<file path="config.mk">
export PLATFORM = sky130hd
export DESIGN_NAME = has_sensor_conditioner
export DESIGN_NICKNAME = d
export VERILOG_FILES = /design/src/rtl/has_sensor_conditioner.sv
export SDC_FILE = /design/constraint.sdc
export NUM_CORES = 1
export LEC_CHECK = 0
export BUFFER_PORTS_ARGS = -buffer_cell sky130_fd_sc_hd__buf_2
export CAP_MARGIN = 20
export CORE_MARGIN = 3
export CORE_UTILIZATION = 34
export CTS_CLUSTER_SIZE = 10
export DETAILED_ROUTE_END_ITERATION = 7
export GPL_ROUTABILITY_DRIVEN = 0
export PLACE_DENSITY = 0.58
export SYNTH_ARGS = -nofsm -noshare
export SYNTH_HDL_FRONTEND = slang
export SYNTH_SLANG_ARGS = --single-unit
</file>
<file path="constraint.sdc">
create_clock -name clk -period 3.6 [get_ports clk]
set_clock_uncertainty 0.15 [all_clocks]
set_input_delay 0.9 -clock clk [delete_from_list [all_inputs] [get_ports clk]]
set_output_delay 0.9 -clock clk [all_outputs]
set_load 0.05 [all_outputs]
</file>
<file path="src/rtl/has_sensor_conditioner.sv">
// Input conditioning in front of the HAS2 controller. It synchronizes and debounces the door,
// window and fire contacts, and produces a moving average of the sampled temperature bus.
module has_sensor_conditioner #(
  parameter int DEB_CYCLES = 4,
  parameter int SAMPLE_DIV = 8,
  parameter int AVG_LOG2   = 2
) (
  input  logic       clk,
  input  logic       rst,
  input  logic       sfd_raw,
  input  logic       srd_raw,
  input  logic       sw_raw,
  input  logic       sfa_raw,
  input  logic [6:0] st_raw,
  output logic       sfd,
  output logic       srd,
  output logic       sw,
  output logic       sfa,
  output logic [6:0] st,
  output logic       st_valid
);
  localparam int DEPTH   = 1 << AVG_LOG2;
  localparam int SUM_W   = 7 + AVG_LOG2;
  localparam int DIV_W   = (SAMPLE_DIV > 1) ? $clog2(SAMPLE_DIV) : 1;
  localparam int PTR_W   = (AVG_LOG2 > 0) ? AVG_LOG2 : 1;
  localparam int FILL_W  = AVG_LOG2 + 1;
  localparam int FAST_CH = 3;

  // Binary channels packed as {sfa, sw, srd, sfd}.
  logic [3:0] raw;
  logic [3:0] s1_q, s1_d, s2_q, s2_d, out_q, out_d;
  logic [3:0] cnt_q [4];
  logic [3:0] cnt_d [4];

  assign raw = {sfa_raw, sw_raw, srd_raw, sfd_raw};

  always_comb begin
    s1_d  = raw;
    s2_d  = s1_q;
    out_d = out_q;
    for (int i = 0; i < 4; i++) begin
      cnt_d[i] = 4'd0;
      if (s2_q[i] != out_q[i]) begin
        if (i == FAST_CH && s2_q[i]) begin
          out_d[i] = 1'b1;
        end else if (cnt_q[i] + 4'd1 == 4'(DEB_CYCLES)) begin
          out_d[i] = s2_q[i];
        end else begin
          cnt_d[i] = cnt_q[i] + 4'd1;
        end
      end
    end
  end

  // st_valid is a level, not a handshake: once high, st carries the window average and
  // changes only on accepted samples; it stays high until reset.
  logic [6:0]        st_s1_q, st_s1_d, st_s2_q, st_s2_d;
  logic [DIV_W-1:0]  div_q, div_d;
  logic [6:0]        win_q [DEPTH];
  logic [6:0]        win_d [DEPTH];
  logic [PTR_W-1:0]  ptr_q, ptr_d;
  logic [SUM_W-1:0]  sum_q, sum_d, sum_new;
  logic [FILL_W-1:0] fill_q, fill_d;
  logic [6:0]        st_q, st_d;
  logic              valid_q, valid_d;
  logic              tick, accept;

  always_comb begin
    st_s1_d = st_raw;
    st_s2_d = st_s1_q;
    tick    = (div_q == DIV_W'(SAMPLE_DIV - 1));
    div_d   = tick ? '0 : div_q + DIV_W'(1);
    // A sample is taken only when both sync stages agree, i.e. the bus is not mid-change.
    accept  = tick && (st_s1_q == st_s2_q);
    sum_new = sum_q - SUM_W'(win_q[ptr_q]) + SUM_W'(st_s2_q);
    for (int i = 0; i < DEPTH; i++) win_d[i] = win_q[i];
    ptr_d   = ptr_q;
    sum_d   = sum_q;
    fill_d  = fill_q;
    st_d    = st_q;
    valid_d = valid_q;
    if (accept) begin
      win_d[ptr_q] = st_s2_q;
      ptr_d        = (ptr_q == PTR_W'(DEPTH - 1)) ? '0 : ptr_q + PTR_W'(1);
      sum_d        = sum_new;
      if (fill_q != FILL_W'(DEPTH)) fill_d = fill_q + FILL_W'(1);
      if (fill_q >= FILL_W'(DEPTH - 1)) begin
        st_d    = 7'(sum_new >> AVG_LOG2);
        valid_d = 1'b1;
      end
    end
  end

  always_ff @(posedge clk or negedge rst) begin
    if (!rst) begin
      s1_q    <= '0;
      s2_q    <= '0;
      out_q   <= '0;
      for (int i = 0; i < 4; i++) cnt_q[i] <= '0;
      st_s1_q <= '0;
      st_s2_q <= '0;
      div_q   <= '0;
      for (int i = 0; i < DEPTH; i++) win_q[i] <= '0;
      ptr_q   <= '0;
      sum_q   <= '0;
      fill_q  <= '0;
      st_q    <= '0;
      valid_q <= 1'b0;
    end else begin
      s1_q    <= s1_d;
      s2_q    <= s2_d;
      out_q   <= out_d;
      for (int i = 0; i < 4; i++) cnt_q[i] <= cnt_d[i];
      st_s1_q <= st_s1_d;
      st_s2_q <= st_s2_d;
      div_q   <= div_d;
      for (int i = 0; i < DEPTH; i++) win_q[i] <= win_d[i];
      ptr_q   <= ptr_d;
      sum_q   <= sum_d;
      fill_q  <= fill_d;
      st_q    <= st_d;
      valid_q <= valid_d;
    end
  end

  assign sfd      = out_q[0];
  assign srd      = out_q[1];
  assign sw       = out_q[2];
  assign sfa      = out_q[3];
  assign st       = st_q;
  assign st_valid = valid_q;
endmodule

</file>
==> results of run 1 <==
==> repair_timing <==
action | 4_1_cts | 5_1_grt
hold buffers | 0 | 0
gates resized for setup | 0 | 1
setup endpoints to repair | 0 | 4
==> worst max-delay path, stage by stage, from the launching register on <==
cell and delay (ps):
dfrtp_2 570, mux4_2 590, fa_1 510, inv_1 50
ha_1 350, o211ai_1 130, o21ai_0 340, a211oi_1 160
mux2_2 280
==> logic make-up (layout without fill, tap and decap cells) <==
kind of cell	Yosys count	count (layout)	synth area share
XOR/XNOR	20	20	0.0503
AO/OA/AOI/OAI	50	50	0.0735
adder cells (fa/ha/maj)	30	30	0.0945
multiplexers	46	46	0.132
flip-flops	95	95	0.525
buffers and inverters	41	76	0.0359
AND/OR/NAND/NOR	58	58	0.0892
==> registers in the layout, indices dropped and copies added, names as in the netlist <==
signal	cells
win_q	28
st	7
st_valid	1
div_q	3
st_s1_q	7
out_q	4
sum_q	9
s1_q	4
st_s2_q	7
fill_q	3
ptr_q	2
cnt_q	16
s2_q	4
==> synthesized netlist by cell type, types with 5 or more instances <==
library cell	instances
o21ai_0	11
nor2_1	10
xnor2_1	6
nand2b_1	6
a21oi_1	9
nand3_1	8
nor3_1	5
mux2_2	39
ha_1	23
xor2_1	7
mux4_2	7
dfrtp_1	95
xnor2_2	7
o31ai_1	9
inv_1	35
fa_1	7
==> final timing paths <==
kind / from / endpoint / slack [ps] / depth (start not counted)
max: ptr_q[0]$_DFFE_PN0P_ / st[5]$_DFFE_PN0P_ / 360 / 8
min: s1_q[3]$_DFF_PN0_ / s2_q[3]$_DFF_PN0_ / 200 / 0
max reg2reg: ptr_q[0]$_DFFE_PN0P_ / st[5]$_DFFE_PN0P_ / 360 / 8
min reg2reg: s1_q[3]$_DFF_PN0_ / s2_q[3]$_DFF_PN0_ / 200 / 0
max in group asynchronous: rst / st_s1_q[2]$_DFF_PN0_ / 1940 / 2
min in group asynchronous: rst / s2_q[1]$_DFF_PN0_ / 550 / 1
==> metal layers <==
layer / vias to the layer above / share of wire
met1: 1351 / 0.44
met2: 43 / 0.49
met3: 15 / 0.041
met5: - / 0
met4: 0 / 0.026
li1: 1260 / -
==> per-stage QoR <==
step	std cells	utilization	power, uW	hold WS, ps
2_1_floorplan	340	-	1520	181
4_1_cts	547	0.399	2520	202
6_report	547	0.399	2480	198
3_3_place_gp	532	0.378	1630	184
5_1_grt	547	0.399	2620	207
3_5_place_dp	532	0.378	1640	187
==> where the power goes <==
| group | internal, uW | switching [uW] |
|---|---|---|
| registers | 1140 | 58.3 |
| logic | 166 | 250 |
| clock network | 465 | 403 |
==> area by class of cell <==
type | instances | area, sq um
Tap cell | 172 | 215
Fill cell | 1231 | 7710
Clock inverter | 5 | 36.3
Timing Repair Buffer | 26 | 138
Clock buffer | 10 | 229
Inverter | 35 | 131
Sequential cell | 95 | 2380
Multi-Input combinational cell | 204 | 1990
==> out/qor.yml, run 1 <==
status: "completed"
start_kind: "register"
hold_class: "register to register"
root_buffer: "clkbuf_16"
viasPerCell: 4.88
mostFrequentLayoutCells: "94 x dfrtp_1, 39 x mux2_2, 35 x inv_1"
fmax_mhz: 309
diodes: 0
ys_types: 43
numCtsBuffers: 9
layout_commonest_cell: "dfrtp_1"
core-area_sq_um: 12800
yosysTopAreaCellShare: 0.525
ys_seq_elements: 95
fin_nets: 414
tritoncts: "done"
crit_fanout: 11
ys.flop_type: "dfrtp_1"
antenna_found_initial: 0
clkTransAtPathRegs_ps: 60
maxSlewHeadroom: 0.357
drv_slew: 0
met1_usage: 0.154
grt_max_degree: 76
start_util: 0.353
dr.first_iter.drc_count: 99
synth-edff-count: 0
max-vdd-ir-drop_uv: 224
drtPass1Iterations: 4
grtUsageMet3: 0.0284
track_usage: 0.123
cts_buffer_depth: 2
finalHoldViolations: 0
die-height_um: 121
dpl.hpwl_um: 5720
finalInstanceArea_sq_um: 5120
async_flop_share: 1.00
timing.max_cap.violations: 0
num_rows: 41
required_ps: 3680
finalSetupViolCount: 0
leakagePower_uw: 0.00241
grt_overflow: 0
fin_crit_sh: 0.900
wl_per_cell_um: 14.7
syn_nets: 383
dpl_cell_area_sq_um: 4850
drc: 0
criticalPathCategory: "register to register"
cts.sinks: 95
syn_avg_cell_area_sq_um: 13.3
area_delta_synth_final_pct: 13.0
htree_levels: 3
synth_warnings: 0
clock_latency_ps: 350
drive_gt1_frac: 0.275
yosysSeqAreaShare: 0.525
rsz0062_at_grt: "false"
synthCells: 340
tns_ps: 0
setup_slack_ps: 362
grt_pass1_wl_um: 13900
antenna_left: 0
endpoint_kind: "register"
grtUsageMet2: 0.197
post_cts_buffers: 0
vias: 2669
grt_busiest_layer: "met2"
grt_pass1_vias: 2840
arrival_ps: 3320
yosysTopAreaCell: "dfrtp_1"
totalWireLength_um: 8050
die_width_um: 121
worst_pin_slew_ps: 964
power.density_nw_per_um2: 485
timing.final.crit_period_ps: 3240
portBuffers: 24
syn-cell-area_sq_um: 4530
die-area_sq_um: 14700
synthTopCellsByArea: "dfrtp_1 52%, mux2_2 9.7%, ha_1 6.4%, mux4_2 3.5%, fa_1 3.1%"
io_pins: 25
dp_slack_ps: 186
Note: power is estimated with default switching activity, not from simulation.
==> run 2: changes to the inputs <==
- CORE_UTILIZATION: 34 -> 45
- PLACE_DENSITY: 0.58 -> 0.71
==> run 2 against run 1 <==
  * Die area shrank 23%
  * Worst setup slack got worse by 7.4 ps
  * Routed wire length is 8.2% lower
  * Power is 9.6% lower
  * First-iteration DRC count rose by 42%
  * Count of clock-buffer cells in the layout is the same
  * Design area is 2.8% lower
  * Sequential power about the same
==> out/qor.yml, run 2 (same netlist as run 1, synthesis figures left out) <==
status: "completed"  # unchanged
hold_class: "register to register"  # unchanged
r2r-start: "ptr_q[0]$_DFFE_PN0P_"  # unchanged
start_util: 0.477  # was 0.353
wl_per_cell_um: 14.7  # about the same
maxSlewHeadroom: 0.540  # was 0.357
io_pins: 25  # unchanged
drc: 0  # unchanged
grt_overflow: 0  # unchanged
max-vdd-ir-drop_uv: 202  # was 224 uV
root_buffer: "clkbuf_8"  # was clkbuf_16
num_rows: 35  # was 41
utilization: 0.524  # was 0.399
reg.largest.list: "win_q: 28 flops, cnt_q: 16 flops, sum_q: 9 flops"  # unchanged
timing.max_cap.violations: 0  # unchanged
drive_gt1_frac: 0.273  # was 0.275
grt_max_degree: 50  # was 76
vias: 2636  # was 2669
die-area_sq_um: 11300  # was 14700 sq um
power.density_nw_per_um2: 451  # was 485 nW/um^2
viasPerCell: 5.24  # was 4.88
fmax_mhz: 308  # was 309 MHz
crit_fanout: 11  # unchanged
reg2reg_slack_ps: 350  # was 360 ps
cts.sinks: 95  # unchanged
multi_input_area_sq_um: 1990  # unchanged
dr.first_iter.drc_count: 141  # was 99
fin_crit_sh: 0.902  # was 0.900
die_width_um: 106  # was 121 um
clkTransAtPathRegs_ps: 90  # was 60 ps
finalSetupViolCount: 0  # unchanged
total_power_uw: 2240  # was 2480 uW
grt_pass1_wl_um: 13300  # was 13900 um
worstHoldStart: "s1_q[2]$_DFF_PN0_"  # was s1_q[3]$_DFF_PN0_
timing.final.crit_period_ps: 3250  # was 3240 ps
layout_commonest_cell: "dfrtp_1"  # unchanged
r2r_end: "sum_q[7]$_DFFE_PN0P_"  # was st[5]$_DFFE_PN0P_
mostFrequentLayoutCells: "94 x dfrtp_1, 39 x mux2_2, 35 x inv_1"  # unchanged
diodes: 0  # unchanged
area_delta_synth_final_pct: 9.83  # was 13.0%
min_path_cells: 0  # unchanged
leakagePower_uw: 0.00236  # was 0.00241 uW
arrival_ps: 3390  # was 3320 ps
die-height_um: 106  # was 121 um
tns_ps: 0  # unchanged
rsz0062_at_grt: "false"  # unchanged
cts_buffer_depth: 2  # unchanged
clock_latency_ps: 350  # about the same
endpoint_kind: "register"  # unchanged
core-area_sq_um: 9500  # was 12800 sq um
dpl.hpwl_um: 5540  # was 5720 um
rr_worst_depth: 8  # unchanged
worst_pin_slew_ps: 685  # was 964 ps
drtPass1Iterations: 4  # unchanged
hold_end: "s2_q[2]$_DFF_PN0_"  # was s2_q[3]$_DFF_PN0_
drv_slew: 0  # unchanged
track_usage: 0.149  # was 0.123
antenna_found_initial: 0  # unchanged
totalWireLength_um: 7390  # was 8050 um
seqCellArea_sq_um: 2380  # unchanged
grt_pass1_vias: 2764  # was 2840
fin_nets: 413  # was 414
antenna_left: 0  # unchanged
fill_cells: 804  # was 1231
largest_reg_flops: 28  # unchanged
required_ps: 3740  # was 3680 ps
numCtsBuffers: 9  # unchanged
criticalPathCategory: "register to register"  # unchanged
top_register: "win_q"  # unchanged
finalHoldViolations: 0  # unchanged
portBuffers: 24  # unchanged
tritoncts: "done"  # unchanged
start_kind: "register"  # unchanged
htree_levels: 3  # unchanged
[run 2: cell types whose count changed in the layout (fill, tap and decap cells not counted)]
cell	delta
clkbuf_16	-9
inv_8	+1
buf_4	-2
clkinv_4	-2
buf_12	+1
clkinv_2	-2
inv_6	+1
clkinvlp_4	+2
clkbuf_8	+9
[run 2: how the worst max path moves through the flow]
stage	start	to	slack, ps	cells after the start
2_1_floorplan	ptr_q[0]$_DFFE_PN0P_	st[3]$_DFFE_PN0P_	520	9
4_1_cts	ptr_q[0]$_DFFE_PN0P_	sum_q[5]$_DFFE_PN0P_	170	8
6_report	ptr_q[0]$_DFFE_PN0P_	sum_q[7]$_DFFE_PN0P_	350	8
5_1_grt	ptr_q[0]$_DFFE_PN0P_	sum_q[7]$_DFFE_PN0P_	100	8
3_3_place_gp	ptr_q[0]$_DFFE_PN0P_	st[3]$_DFFE_PN0P_	240	8
3_5_place_dp	ptr_q[0]$_DFFE_PN0P_	sum_q[5]$_DFFE_PN0P_	180	8
[run 2: final cells by class]
cell class              instances  area share
flip-flops and latches         95       0.478
multi-input cells             204       0.400
well taps                     129      0.0324
repair buffers                 25      0.0287
inverters                      35      0.0264
clock buffers                  10      0.0257
clock inverters                 5     0.00880
[run 2: power by group]
part,leakage (uW),internal (uW),switching [uW]
Clock,0.0000809,256,370
Sequential,0.00125,1140,60.2
Combinational,0.00103,167,253
Total,0.00236,1560,683
[run 2: timing repair]
action	CTS	global route
endpoints found under the setup margin	0	4
setup buffers	0	0
gates resized for setup	0	1
hold buffers	0	0
[run 2: per-stage QoR]
step | worst slack, ps | std cells | hold slack (ps) | instance area (sq um)
final | 354 | 503 | 203 | 4970
after global placement | 237 | 488 | 183 | 4800
after detailed placement | 184 | 488 | 186 | 4800
after floorplan | 519 | 340 | 181 | 4530
after global routing | 98.7 | 503 | 211 | 4970
after CTS | 172 | 503 | 208 | 4970
[run 2: routing by layer]
metal	global-route usage	share of wire	vias up	wire, um
met3	0.0395	0.037	15	271
met2	0.232	0.49	43	3590
met1	0.200	0.46	1330	3390
met5	0	0	-	0
li1	-	-	1248	-
met4	0.0546	0.019	0	143
[run 2: worst max-delay path, stage by stage (launching register included)]
cell	delay, ps
dfrtp_2	550
mux4_2	560
fa_1	550
inv_1	60
ha_1	300
a211oi_1	310
o21ai_0	200
a211oi_1	310
mux2_2	210
==> run 3: changes to the inputs <==
- CORE_ASPECT_RATIO: not set -> 0.8
- GPL_TIMING_DRIVEN: not set -> 0
==> run 3 against run 2 <==
  * Die area about the same
  * Critical path type unchanged
  * Worst setup slack worse by 63 ps
  * Sequential power about the same
  * Routed wire length up 6.3%
  * First-iteration DRC count down 2.1%
  * Clock power up 44%
  * Sequential cell count unchanged
  * Register-to-register slack worse by 60 ps
  * Highest routed layer unchanged
  * Design area up 3.1%
==> out/qor.yml, run 3 (same netlist as run 1, synthesis figures left out) <==
fmax_mhz: 302  # was 308 MHz
diodes: 0  # unchanged
portBuffers: 24  # unchanged
dpl.hpwl_um: 5610  # was 5540 um
leakagePower_uw: 0.00243  # was 0.00236 uW
drtPass1Iterations: 4  # unchanged
crit_path_frequent_cell: "clkbuf_1"  # was a211oi_1
tns_ps: 0  # unchanged
cts.sinks: 95  # unchanged
cts_buffer_depth: 2  # unchanged
clkTransAtPathRegs_ps: 60  # was 90 ps
drv_slew: 0  # unchanged
largest_reg_flops: 28  # unchanged
layout_commonest_cell: "dfrtp_1"  # unchanged
timing.final.crit_period_ps: 3310  # was 3250 ps
max-vdd-ir-drop_uv: 250  # was 202 uV
dr.first_iter.drc_count: 138  # was 141
cts-hold-fix-buffers: 0  # unchanged
intPower_uw: 1840  # was 1560 uW
die-area_sq_um: 11300  # about the same
hold_class: "register to register"  # unchanged
die_width_um: 118  # was 106 um
multi_input_area_sq_um: 1990  # unchanged
clockPowerShare: 0.357  # was 0.279
fill_cells: 806  # was 804
pwr-share-comb: 0.171  # was 0.187
cts_resized: 0  # unchanged
grt_overflow: 0  # unchanged
viasPerCell: 5.18  # was 5.24
finalInstanceArea_sq_um: 5130  # was 4970 sq um
cp_cell_sequence: "clkbuf_1 > mux4_2 > fa_1 > inv_1 > ha_1 > clkbuf_1 > o21ai_0 > a22o_1 > a211oi_1 > mux2_2"  # was mux4_2 > fa_1 > inv_1 > ha_1 > a211oi_1 > o21ai_0 > a211oi_1 > mux2_2
required_ps: 3720  # was 3740 ps
setup_slack_ps: 291  # was 354 ps
reg.largest.list: "win_q: 28 flops, cnt_q: 16 flops, sum_q: 9 flops"  # unchanged
top_register: "win_q"  # unchanged
worst_pin_slew_ps: 683  # was 685 ps
status: "completed"  # unchanged
area_delta_synth_final_pct: 13.2  # was 9.83%
grt_pass1_wl_um: 13700  # was 13300 um
netSwitchingFraction: 0.273  # was 0.305
htree_levels: 3  # unchanged
power.density_nw_per_um2: 493  # was 451 nW/um^2
die-height_um: 95.7  # was 106 um
clock_latency_ps: 330  # was 350 ps
crit_fanout: 9  # was 11
endpoint_kind: "register"  # unchanged
crit_buf_inv: 3  # was 1
tritoncts: "done"  # unchanged
numCtsBuffers: 9  # unchanged
seqPwrFrac: 0.473  # was 0.533
track_usage: 0.156  # was 0.149
criticalPathCategory: "register to register"  # unchanged
finalSetupViolCount: 0  # unchanged
switching_power_uw: 690  # was 683 uW
drive_gt1_frac: 0.270  # was 0.273
mostFrequentLayoutCells: "95 x dfrtp_1, 39 x mux2_2, 35 x inv_1"  # was 94 x dfrtp_1, 39 x mux2_2, 35 x inv_1
dp_slack_ps: 223  # was 184 ps
start_kind: "register"  # unchanged
grt_pass1_vias: 2799  # was 2764
fin_crit_sh: 0.919  # was 0.902
seqCellArea_sq_um: 2380  # about the same
antenna_found_initial: 0  # unchanged
critPathSlowestCell: "fa_1"  # was mux4_2
drc: 0  # unchanged
grt_max_degree: 73  # was 50
arrival_ps: 3430  # was 3390 ps
maxSlewHeadroom: 0.542  # was 0.540
totalWireLength_um: 7860  # was 7390 um
finalHoldViolations: 0  # unchanged
dpl_cell_area_sq_um: 4850  # was 4800 sq um
start_util: 0.466  # was 0.477
antenna_left: 0  # unchanged
root_buffer: "clkbuf_16"  # was clkbuf_8
io_pins: 25  # unchanged
worst_path_largest_cell_delay_ps: 490  # was 560 ps
wl_per_cell_um: 15.3  # was 14.7 um
core-area_sq_um: 9730  # was 9500 sq um
num_rows: 32  # was 35
cpLargestDelayFamily: "adder cells"  # unchanged
rsz0062_at_grt: "false"  # unchanged
vias: 2662  # was 2636
total_power_uw: 2530  # was 2240 uW
timing.max_cap.violations: 0  # unchanged
post_cts_buffers: 0  # unchanged
fin_nets: 419  # was 413
[run 3: changes by cell type in the layout (fill, tap and decap cells not counted), sizes merged]
cell      before  now
clkbuf        10   14
buf           25   27
bufinv         0    1
clkinv         1    0
clkinvlp       2    1
inv           37   36
[run 3: path summary, 6_finish.rpt]
path	depth (start not counted)	slack [ps]	startpoint	end
max	10	290	ptr_q[1]$_DFFE_PN0P_	sum_q[7]$_DFFE_PN0P_
min	0	200	s1_q[0]$_DFF_PN0_	s2_q[0]$_DFF_PN0_
max reg2reg	10	290	ptr_q[1]$_DFFE_PN0P_	sum_q[7]$_DFFE_PN0P_
min reg2reg	0	200	s1_q[0]$_DFF_PN0_	s2_q[0]$_DFF_PN0_
max in group asynchronous	2	2350	rst	win_q[26]$_DFFE_PN0P_
min in group asynchronous	1	320	rst	st[3]$_DFFE_PN0P_
[run 3: power groups by stage]
| stage | Sequential [uW] | Clock, uW | Combinational (uW) |
|---|---|---|---|
| after detailed placement | 1210 | 0 | 430 |
| after global routing | 1200 | 968 | 483 |
| after global placement | 1210 | 0 | 416 |
| final | 1190 | 902 | 431 |
| after floorplan | 1260 | 0 | 261 |
| after CTS | 1190 | 926 | 435 |
[run 3: metrics by stage]
stage	hold WS, ps	cells	util
floorplan	181	340	-
global placement	183	500	0.495
detailed placement	187	501	0.498
CTS	203	514	0.527
global route	208	514	0.527
finish	203	514	0.527
[run 3: area by class of cell]
class,count,share of cell area
timing repair buffer,25,0.0293
clock buffer,10,0.0447
clock inverter,3,0.00903
buffer,6,0.00659
tap,136,0.0332
multi-input combinational,204,0.388
sequential,95,0.464
inverter,35,0.0256
[run 3: layer usage]
metal | track usage | vias to the layer above | wire length [um]
met5 | 0 | - | 0
met4 | 0.0615 | 0 | 135
met3 | 0.0294 | 10 | 369
met2 | 0.251 | 42 | 3690
met1 | 0.212 | 1344 | 3660
li1 | - | 1266 | -
